## config.mk

```make
export PLATFORM = sky130hd
export DESIGN_NAME = scara_motion_sequencer
export DESIGN_NICKNAME = d
export VERILOG_FILES = /design/src/rtl/scara_pkg.sv /design/src/rtl/scara_chunker.sv /design/src/rtl/scara_motion_sequencer.sv
export SDC_FILE = /design/constraint.sdc
export NUM_CORES = 1
export LEC_CHECK = 0
export BUFFER_PORTS_ARGS = -buffer_cell sky130_fd_sc_hd__buf_2
export CAP_MARGIN = 20
export CORE_ASPECT_RATIO = 1.1
export CORE_MARGIN = 3
export CORE_UTILIZATION = 50
export CTS_BUF_LIST = sky130_fd_sc_hd__clkbuf_8
export CTS_CLUSTER_SIZE = 25
export DETAILED_ROUTE_END_ITERATION = 8
export PLACE_DENSITY = 0.71
export SETUP_SLACK_MARGIN = 0.4
export SYNTH_ARGS = -nofsm -noshare
export SYNTH_HDL_FRONTEND = slang
export SYNTH_SLANG_ARGS = --single-unit
```

## constraint.sdc

```tcl
create_clock -name clk -period 6 [get_ports clk]
set_input_delay 1.2 -clock clk [delete_from_list [all_inputs] [get_ports clk]]
set_output_delay 1.2 -clock clk [all_outputs]
set_load 0.05 [all_outputs]
```

## src/rtl/scara_pkg.sv

```systemverilog
// Shared types and helpers for the SCARA motion sequencer.
package scara_pkg;

    typedef enum logic [1:0] {
        OP_MOVE_ABS = 2'd0,
        OP_MOVE_REL = 2'd1,
        OP_DWELL    = 2'd2,
        OP_PEN      = 2'd3
    } cmd_op_t;

    typedef enum logic [1:0] {
        ST_IDLE,
        ST_LOAD,
        ST_ISSUE,
        ST_DWELL
    } state_t;

    function automatic int clog2(input int value);
        int result;
        int v;
        result = 0;
        v = value - 1;
        while (v > 0) begin
            result = result + 1;
            v = v >>> 1;
        end
        return result;
    endfunction

endpackage

```

## src/rtl/scara_chunker.sv

```systemverilog
// Per-axis chunk slicer: clamps the remaining distance to one step chunk
// and reports its magnitude, direction and signed contribution.
module scara_chunker
    import scara_pkg::*;
#(
    parameter int POS_W    = 14,
    parameter int STEP_W   = 8,
    parameter int STEP_MAX = 255
) (
    input  logic signed [POS_W:0]  remaining,
    output logic [STEP_W-1:0]      count,
    output logic                   dir,
    output logic signed [POS_W:0]  chunk
);

    localparam logic [POS_W:0] MAX_EXT = (POS_W+1)'(STEP_MAX);

    logic [POS_W:0]        magnitude;
    logic signed [POS_W:0] count_ext;

    always_comb begin
        magnitude = remaining[POS_W] ? $unsigned(-remaining) : $unsigned(remaining);
        count     = (magnitude > MAX_EXT) ? MAX_EXT[STEP_W-1:0] : magnitude[STEP_W-1:0];
        dir       = !remaining[POS_W] && (remaining != '0);
        count_ext = $signed({{(POS_W+1-STEP_W){1'b0}}, count});
        chunk     = remaining[POS_W] ? -count_ext : count_ext;
    end

endmodule

```

## src/rtl/scara_motion_sequencer.sv

```systemverilog
// Command sequencer for an N-axis SCARA arm: tracks joint positions and slices
// moves into bounded per-axis step chunks, plus dwell and pen commands.
module scara_motion_sequencer
    import scara_pkg::*;
#(
    parameter int                      N_AXES         = 2,
    parameter int                      POS_W          = 14,
    parameter int                      STEP_W         = 8,
    parameter int                      STEP_MAX       = 255,
    parameter logic signed [POS_W-1:0] HOME_POS       = '0,
    parameter int                      ARG_W          = 16,
    parameter int                      DWELL_PRESCALE = 1000
) (
    input  logic                       clk,
    input  logic                       reset,
    input  logic                       cmd_valid,
    output logic                       cmd_ready,
    input  logic [1:0]                 cmd_op,
    input  logic [N_AXES*POS_W-1:0]    cmd_target,
    input  logic [ARG_W-1:0]           cmd_arg,
    input  logic                       abort,
    output logic                       step_valid,
    input  logic                       step_ready,
    output logic [N_AXES*STEP_W-1:0]   step_count,
    output logic [N_AXES-1:0]          step_dir,
    output logic [N_AXES*POS_W-1:0]    pos_current,
    output logic                       pen_state,
    output logic                       busy,
    output logic                       done,
    output logic                       err
);

    localparam int             PRE_W    = (DWELL_PRESCALE > 1) ? clog2(DWELL_PRESCALE) : 1;
    localparam logic [PRE_W-1:0] PRE_LAST = PRE_W'(DWELL_PRESCALE - 1);

    state_t                  state, state_next;
    cmd_op_t                 op_q;
    logic [N_AXES*POS_W-1:0] target_q;
    logic [ARG_W-1:0]        arg_q;
    logic [ARG_W-1:0]        unit_cnt;
    logic [PRE_W-1:0]        pre_cnt;

    logic signed [POS_W-1:0] pos       [N_AXES];
    logic signed [POS_W:0]   remaining [N_AXES];
    logic signed [POS_W:0]   tgt_ext   [N_AXES];
    logic signed [POS_W:0]   pos_ext   [N_AXES];
    logic signed [POS_W:0]   rel_sum   [N_AXES];
    logic signed [POS_W:0]   load_rem  [N_AXES];
    logic signed [POS_W:0]   chunk     [N_AXES];
    logic [STEP_W-1:0]       chunk_count [N_AXES];
    logic [N_AXES-1:0]       chunk_dir;

    logic rel_ovf, load_zero, after_zero;
    logic handshake, abort_pending, abort_active, dwell_last;
    logic done_next, err_next;

    // Targets and positions are widened by one bit so differences and sums never wrap.
    for (genvar g = 0; g < N_AXES; g++) begin : g_axis
        assign tgt_ext[g]  = $signed({target_q[g*POS_W+POS_W-1], target_q[g*POS_W +: POS_W]});
        assign pos_ext[g]  = $signed({pos[g][POS_W-1], pos[g]});
        assign rel_sum[g]  = pos_ext[g] + tgt_ext[g];
        assign load_rem[g] = (op_q == OP_MOVE_ABS) ? (tgt_ext[g] - pos_ext[g]) : tgt_ext[g];

        scara_chunker #(
            .POS_W    (POS_W),
            .STEP_W   (STEP_W),
            .STEP_MAX (STEP_MAX)
        ) u_chunker (
            .remaining (remaining[g]),
            .count     (chunk_count[g]),
            .dir       (chunk_dir[g]),
            .chunk     (chunk[g])
        );

        assign step_count[g*STEP_W +: STEP_W] = step_valid ? chunk_count[g] : '0;
        assign step_dir[g]                    = step_valid & chunk_dir[g];
        assign pos_current[g*POS_W +: POS_W]  = pos[g];
    end

    always_comb begin
        rel_ovf    = 1'b0;
        load_zero  = 1'b1;
        after_zero = 1'b1;
        for (int i = 0; i < N_AXES; i++) begin
            rel_ovf    = rel_ovf | (rel_sum[i] != $signed({rel_sum[i][POS_W-1], rel_sum[i][POS_W-1:0]}));
            load_zero  = load_zero & (load_rem[i] == '0);
            after_zero = after_zero & (remaining[i] == chunk[i]);
        end
    end

    assign handshake    = step_valid & step_ready;
    assign abort_active = abort | abort_pending;
    assign dwell_last   = (pre_cnt == PRE_LAST) && (unit_cnt == ARG_W'(1));
    assign cmd_ready    = (state == ST_IDLE);
    assign busy         = (state != ST_IDLE);

    always_ff @(posedge clk) begin
        if (reset) state <= ST_IDLE;
        else       state <= state_next;
    end

    // An abort seen while a chunk is offered waits for that handshake before leaving ISSUE.
    always_comb begin
        state_next = state;
        done_next  = 1'b0;
        err_next   = 1'b0;
        case (state)
            ST_IDLE: begin
                if (cmd_valid) state_next = ST_LOAD;
            end
            ST_LOAD: begin
                state_next = ST_IDLE;
                case (op_q)
                    OP_MOVE_ABS, OP_MOVE_REL: begin
                        if (op_q == OP_MOVE_REL && rel_ovf) err_next = 1'b1;
                        else if (load_zero)                 done_next = 1'b1;
                        else                                state_next = ST_ISSUE;
                    end
                    OP_DWELL: begin
                        if (arg_q == '0) done_next = 1'b1;
                        else             state_next = ST_DWELL;
                    end
                    default: done_next = 1'b1;
                endcase
            end
            ST_ISSUE: begin
                if (handshake) begin
                    if (after_zero) begin
                        state_next = ST_IDLE;
                        done_next  = !abort_active;
                    end else if (abort_active) begin
                        state_next = ST_IDLE;
                    end
                end else if (!step_valid && abort_active) begin
                    state_next = ST_IDLE;
                end
            end
            ST_DWELL: begin
                if (abort) begin
                    state_next = ST_IDLE;
                end else if (dwell_last) begin
                    state_next = ST_IDLE;
                    done_next  = 1'b1;
                end
            end
            default: state_next = ST_IDLE;
        endcase
    end

    always_ff @(posedge clk) begin
        if (reset) begin
            op_q          <= OP_MOVE_ABS;
            target_q      <= '0;
            arg_q         <= '0;
            unit_cnt      <= '0;
            pre_cnt       <= '0;
            step_valid    <= 1'b0;
            abort_pending <= 1'b0;
            pen_state     <= 1'b0;
            done          <= 1'b0;
            err           <= 1'b0;
            for (int i = 0; i < N_AXES; i++) begin
                pos[i]       <= HOME_POS;
                remaining[i] <= '0;
            end
        end else begin
            done <= done_next;
            err  <= err_next;
            case (state)
                ST_IDLE: begin
                    if (cmd_valid) begin
                        op_q          <= cmd_op_t'(cmd_op);
                        target_q      <= cmd_target;
                        arg_q         <= cmd_arg;
                        abort_pending <= 1'b0;
                    end
                end
                ST_LOAD: begin
                    for (int i = 0; i < N_AXES; i++) remaining[i] <= load_rem[i];
                    if (op_q == OP_PEN) pen_state <= arg_q[0];
                    unit_cnt   <= arg_q;
                    pre_cnt    <= '0;
                    step_valid <= (state_next == ST_ISSUE);
                end
                ST_ISSUE: begin
                    if (abort) abort_pending <= 1'b1;
                    if (handshake) begin
                        for (int i = 0; i < N_AXES; i++) begin
                            pos[i]       <= pos[i] + chunk[i][POS_W-1:0];
                            remaining[i] <= remaining[i] - chunk[i];
                        end
                        step_valid <= 1'b0;
                    end else begin
                        step_valid <= (state_next == ST_ISSUE);
                    end
                end
                ST_DWELL: begin
                    if (pre_cnt == PRE_LAST) begin
                        pre_cnt  <= '0;
                        unit_cnt <= unit_cnt - ARG_W'(1);
                    end else begin
                        pre_cnt <= pre_cnt + PRE_W'(1);
                    end
                end
                default: ;
            endcase
        end
    end

endmodule

```

# Word-level counts from Yosys, hierarchy flattened
# Memory sizes are Yosys's and may differ from the RTL's.
# Index checks and enable logic that the tools add are counted.
# word_totals
memories,2
input_bits,51
ram_bits,58
regBits,79
elab_cells,142
# memory_table
memory,depth,word_bits,rd,rd_ports_with_merged_regs,wr,line_no,text
remaining,2,15,2,0,2,scara_motion_sequencer.sv:44,logic signed [POS_W:0] remaining [N_AXES];
pos,2,14,2,0,2,scara_motion_sequencer.sv:43,logic signed [POS_W-1:0] pos [N_AXES];
# classes
eq_ne,16
addsub,14
bitwise_logic,15
order_cmp,2
mux,56
reduce_logical,26
# op_table
operator,n
15-bit 2-to-1 mux,10
8-bit 2-to-1 mux,4
16-bit one-hot mux with 2 select lines,1
14-bit by 14-bit adder with 15-bit output,2
15-bit == test,2
15-bit by 8-bit greater-than comparator with 1-bit output (second input constant),2
15-bit zero test,2
15-bit negation,2
8-bit negation with 15-bit output,2
15-bit nonzero test,2
14-bit by 14-bit subtractor with 15-bit output,2
15-bit subtractor,2
14-bit adder,2
14-bit 2-to-1 mux,2
1-bit 2-to-1 mux,20
2-bit 2-to-1 mux,10
10-bit one-hot mux with 2 select lines,1
16-bit by 1-bit == test with 1-bit output (second input constant),1
16-bit zero test,1
16-bit 2-to-1 mux,1
16-bit by 1-bit subtractor with 16-bit output (second input constant),1
10-bit by 1-bit adder with 10-bit output (second input constant),1
10-bit == test (second input constant),1
2-bit == test (second input constant),5
other kinds (19),50

# Longest topological paths before layout
# An unclocked memory read counts as a cell.
# depth
ltp_word,15
ltp_mapped,30

# Cells and area by module
# A second synthesis with hierarchy kept.
# unflattened
cells_unflattened,1600
hier_area_um2,12439.4
# by_module_without_submodules
mod,area_each_um2,n_inst,cells_per_inst
scara_motion_sequencer,10700.3,1,1348
scara_chunker,869.6,2,126

# Worst setup path after synthesis
# No wires, ideal clock.
# synth_path
kind,register to register
from,mem remaining[0][16] (netlist name)
to,"mem remaining[0][29] (netlist name), data pin"
slack_ps,340
t_required_ps,5731
path_stages_with_launch,27
arrival_ps,5391
setup_ps,269
n_path_buf,3
cell_sequence,edfxtp_1 buf_6 or4_4 or3_1 o31ai_1 a32oi_1 or2_1 clkbuf_1 nor2_1 ha_1 clkbuf_1 nand2_1 mux2_2 o22ai_1 nand2_1 o311ai_0 ha_1 a21o_1 a21oi_1 o21bai_1 a2111oi_0 o41ai_1 nand2_1 a21oi_1 a21oi_1 xnor2_1 o21ai_0
# synth_rtl
item,line_no
"start, declared",scara_motion_sequencer.sv:44

==> results.ini <==
[synthesis]
ys.flop_type=dfxtp_1
synth_nets=1766
yosysWarnings=0
synth_area_per_cell_um2=7.68
synth_seq_cells=137
syn_area_um2=12200
yosys.cell_types.count=75
async_flop_share_pct=0
synth_edf_count=58
synth-seq-area-share_pct=27.2
syn_inst=1589

[min_path]
min_path_type=flop to flop
hold_depth=2

[flow_run]
maxCapViolations=0

[floorplanning]
coreArea_um2=23800
initial_core_util_pct=51.2
rows=59
dieHeight_um=170
io_pins=103
die-width_um=155
die_area_um2=26300

[sta]
finalSetupTns_ns=0
max_clock_freq_mhz=187
post-route-min-period_ns=5.35
relSlewSlack_pct=28.9
finalHoldViolCount=0
worstMarginPinSlew_ns=1.06
setup_violations=0
rsz0062_at_grt=false
finalMaxSlewViolations=0
setup_ws_ns=0.646
fin_skew_ns=0.0138
fin_crit_sh_pct=89.2

[worst_setup_path]
rr_worst_depth=22
crit_path_end_kind=flop
reg2reg_from=remaining[0][16]
required_ns=6.22
critical_path.startpoint=remaining[0][16]
crit_end=pos[0][27]
ff2ff_setup_slack_ns=0.65
reg2reg_to=pos[0][27]
crit_type=flop to flop
critPathArrivalTime_ns=5.57
start_kind=flop
crit_fanout=10

[cts]
cts.path.max_buffers=2
clock-root-buffer=clkbuf_8
clock_latency_ns=0.47
tritoncts=built
cts_max_level=4
hold_buffers=0
clk_pin_slew_worst_paths_ns=0.10
clock-sinks=137
cts_buffers=17

[place]
dp_hpwl_um=27200
numPortBuffers=102
place_area_um2=13000
dp_worst_setup_slack_ns=0.0850
gp_congestion=0.963

[drt]
finalWirelength_um=35900
drt_iter0_drc=868
drt-wirelength-per-cell_um=18.0
viasPerCell=5.98
num_vias=11900
first_pass_iters=6
ant_nets=0
remaining_drc_errors=0

[grt]
grt_max_degree=73
grt_pass1_vias=11400
antenna_found_initial=1
grt_overflow_total=0
grt_usage_pct=26.8
grt_pass1_wl_um=57900

[cells_and_area]
fill_cells=2231
layout.nets=1849
fin_util_pct=57.3
area_delta_synth_final_pct=12.0
stdcell_area_um2=13700
layout-drive-gt1-share_pct=12.6

[power]
p_leak_uw=0.00585
p_per_area_nw_per_um2=259
ir_worst_vdd_mv=0.151

[status]
status=finished clean

## cells in the mapped netlist (all sizes together) (26+ instances only)
cell type  number  area (um2)
nor2b          26         163
xnor2          43         377
nand2         194         728
xor2           35         307
inv           106         398
nor3           33         165
ha            120        1500
clkbuf         60         225
edfxtp         58        1740
o21ai          90         450
dfxtp          79        1580
o22ai          33         206
nand3          29         145
a21oi         142         711
nor2          163         612
## repair_timing
action	CTS	global route
endpoints found under the setup margin	8	18
pin swaps	1	5
buffers inserted	2	4
gates resized for setup	10	22
## how the worst min path moves through the flow
stage                 from     endpoint  slack [ns]
4_1_cts        unit_cnt[1]  unit_cnt[1]        0.47
3_3_place_gp   unit_cnt[1]  unit_cnt[1]        0.45
3_5_place_dp   unit_cnt[1]  unit_cnt[1]        0.46
5_1_grt           arg_q[6]     arg_q[6]        0.49
6_report       unit_cnt[1]  unit_cnt[1]        0.47
2_1_floorplan  unit_cnt[1]  unit_cnt[1]        0.44
## layout by cell type, fill, tap and decap left out, drive strengths merged, types with 23 or more instances in the layout
cell	count
a21oi	142
buf	137
dfxtp	79
edfxtp	58
ha	120
inv	114
nand2	194
nand3	29
nor2	163
nor2b	26
nor3	33
nor4	23
o21ai	90
o22ai	33
xnor2	43
xor2	35
## registers in the layout (all words and copies together), names as in the netlist
signal,count
pen_state,1
target_q,28
err,1
arg_q,16
step_valid,1
pre_cnt,10
state,2
pos,28
op_q,2
unit_cnt,16
done,1
remaining,30
abort_pending,1
## critical path, stage by stage, from the launching register on
cell	delay [ns]
edfxtp_1	0.44
or4_4	0.57
or3_1	0.40
o31ai_2	0.21
a32oi_2	0.11
or2_4	0.30
nor2_4	0.15
ha_4	0.21
nand2_1	0.08
mux2_2	0.28
o22ai_1	0.12
nand2_1	0.08
o311a_1	0.12
ha_1	0.33
a21oi_2	0.18
o21bai_1	0.10
a21o_1	0.18
a21oi_1	0.23
o21ai_0	0.21
o41ai_2	0.38
o21ai_0	0.17
xnor2_1	0.20
nor2_1	0.06
## layout make-up
type,instances,area (um2),area share [%]
clock buffers,17,234,1.71
multi-input cells,1273,8360,61.1
diodes,1,2.50,0.0183
repair buffers,137,790,5.78
flip-flops and latches,137,3320,24.3
inverters,106,398,2.91
clock inverters,15,181,1.33
well taps,305,382,2.79
## through the flow
stage          cells  power [uW]  hold slack, ns
2_1_floorplan   1589        2270           0.441
3_3_place_gp    1950        2630           0.452
3_5_place_dp    1950        2650           0.461
4_1_cts         1984        3490           0.473
5_1_grt         1990        3760           0.494
6_report        1991        3540           0.472
## per-layer routing
layer  routed length (um)  GRT usage, %  vias to the layer above
li1                     -             -                     5863
met1                15500          34.8                     5598
met2                17100          45.3                      377
met3                 2230          4.23                       72
met4                  970          9.33                        2
met5                   18             0                        -
## kinds of logic after synthesis
group	after synthesis	synth area share, %
flip-flops	137	27.2
XOR/XNOR	78	5.60
adder cells (fa/ha/maj)	126	13.3
AO/OA/AOI/OAI	445	23.1
buffers and inverters	179	5.60
multiplexers	19	1.60
AND/OR/NAND/NOR	605	23.6
## report_power, final
part / internal (uW) / switching [uW] / leakage [uW] / total (uW)
Combinational: 612 / 951 / 0.00439 / 1560
Clock: 387 / 443 / 0.000205 / 830
Sequential: 1050 / 101 / 0.00125 / 1150
No activity file was read; power rests on OpenSTA's default activity.
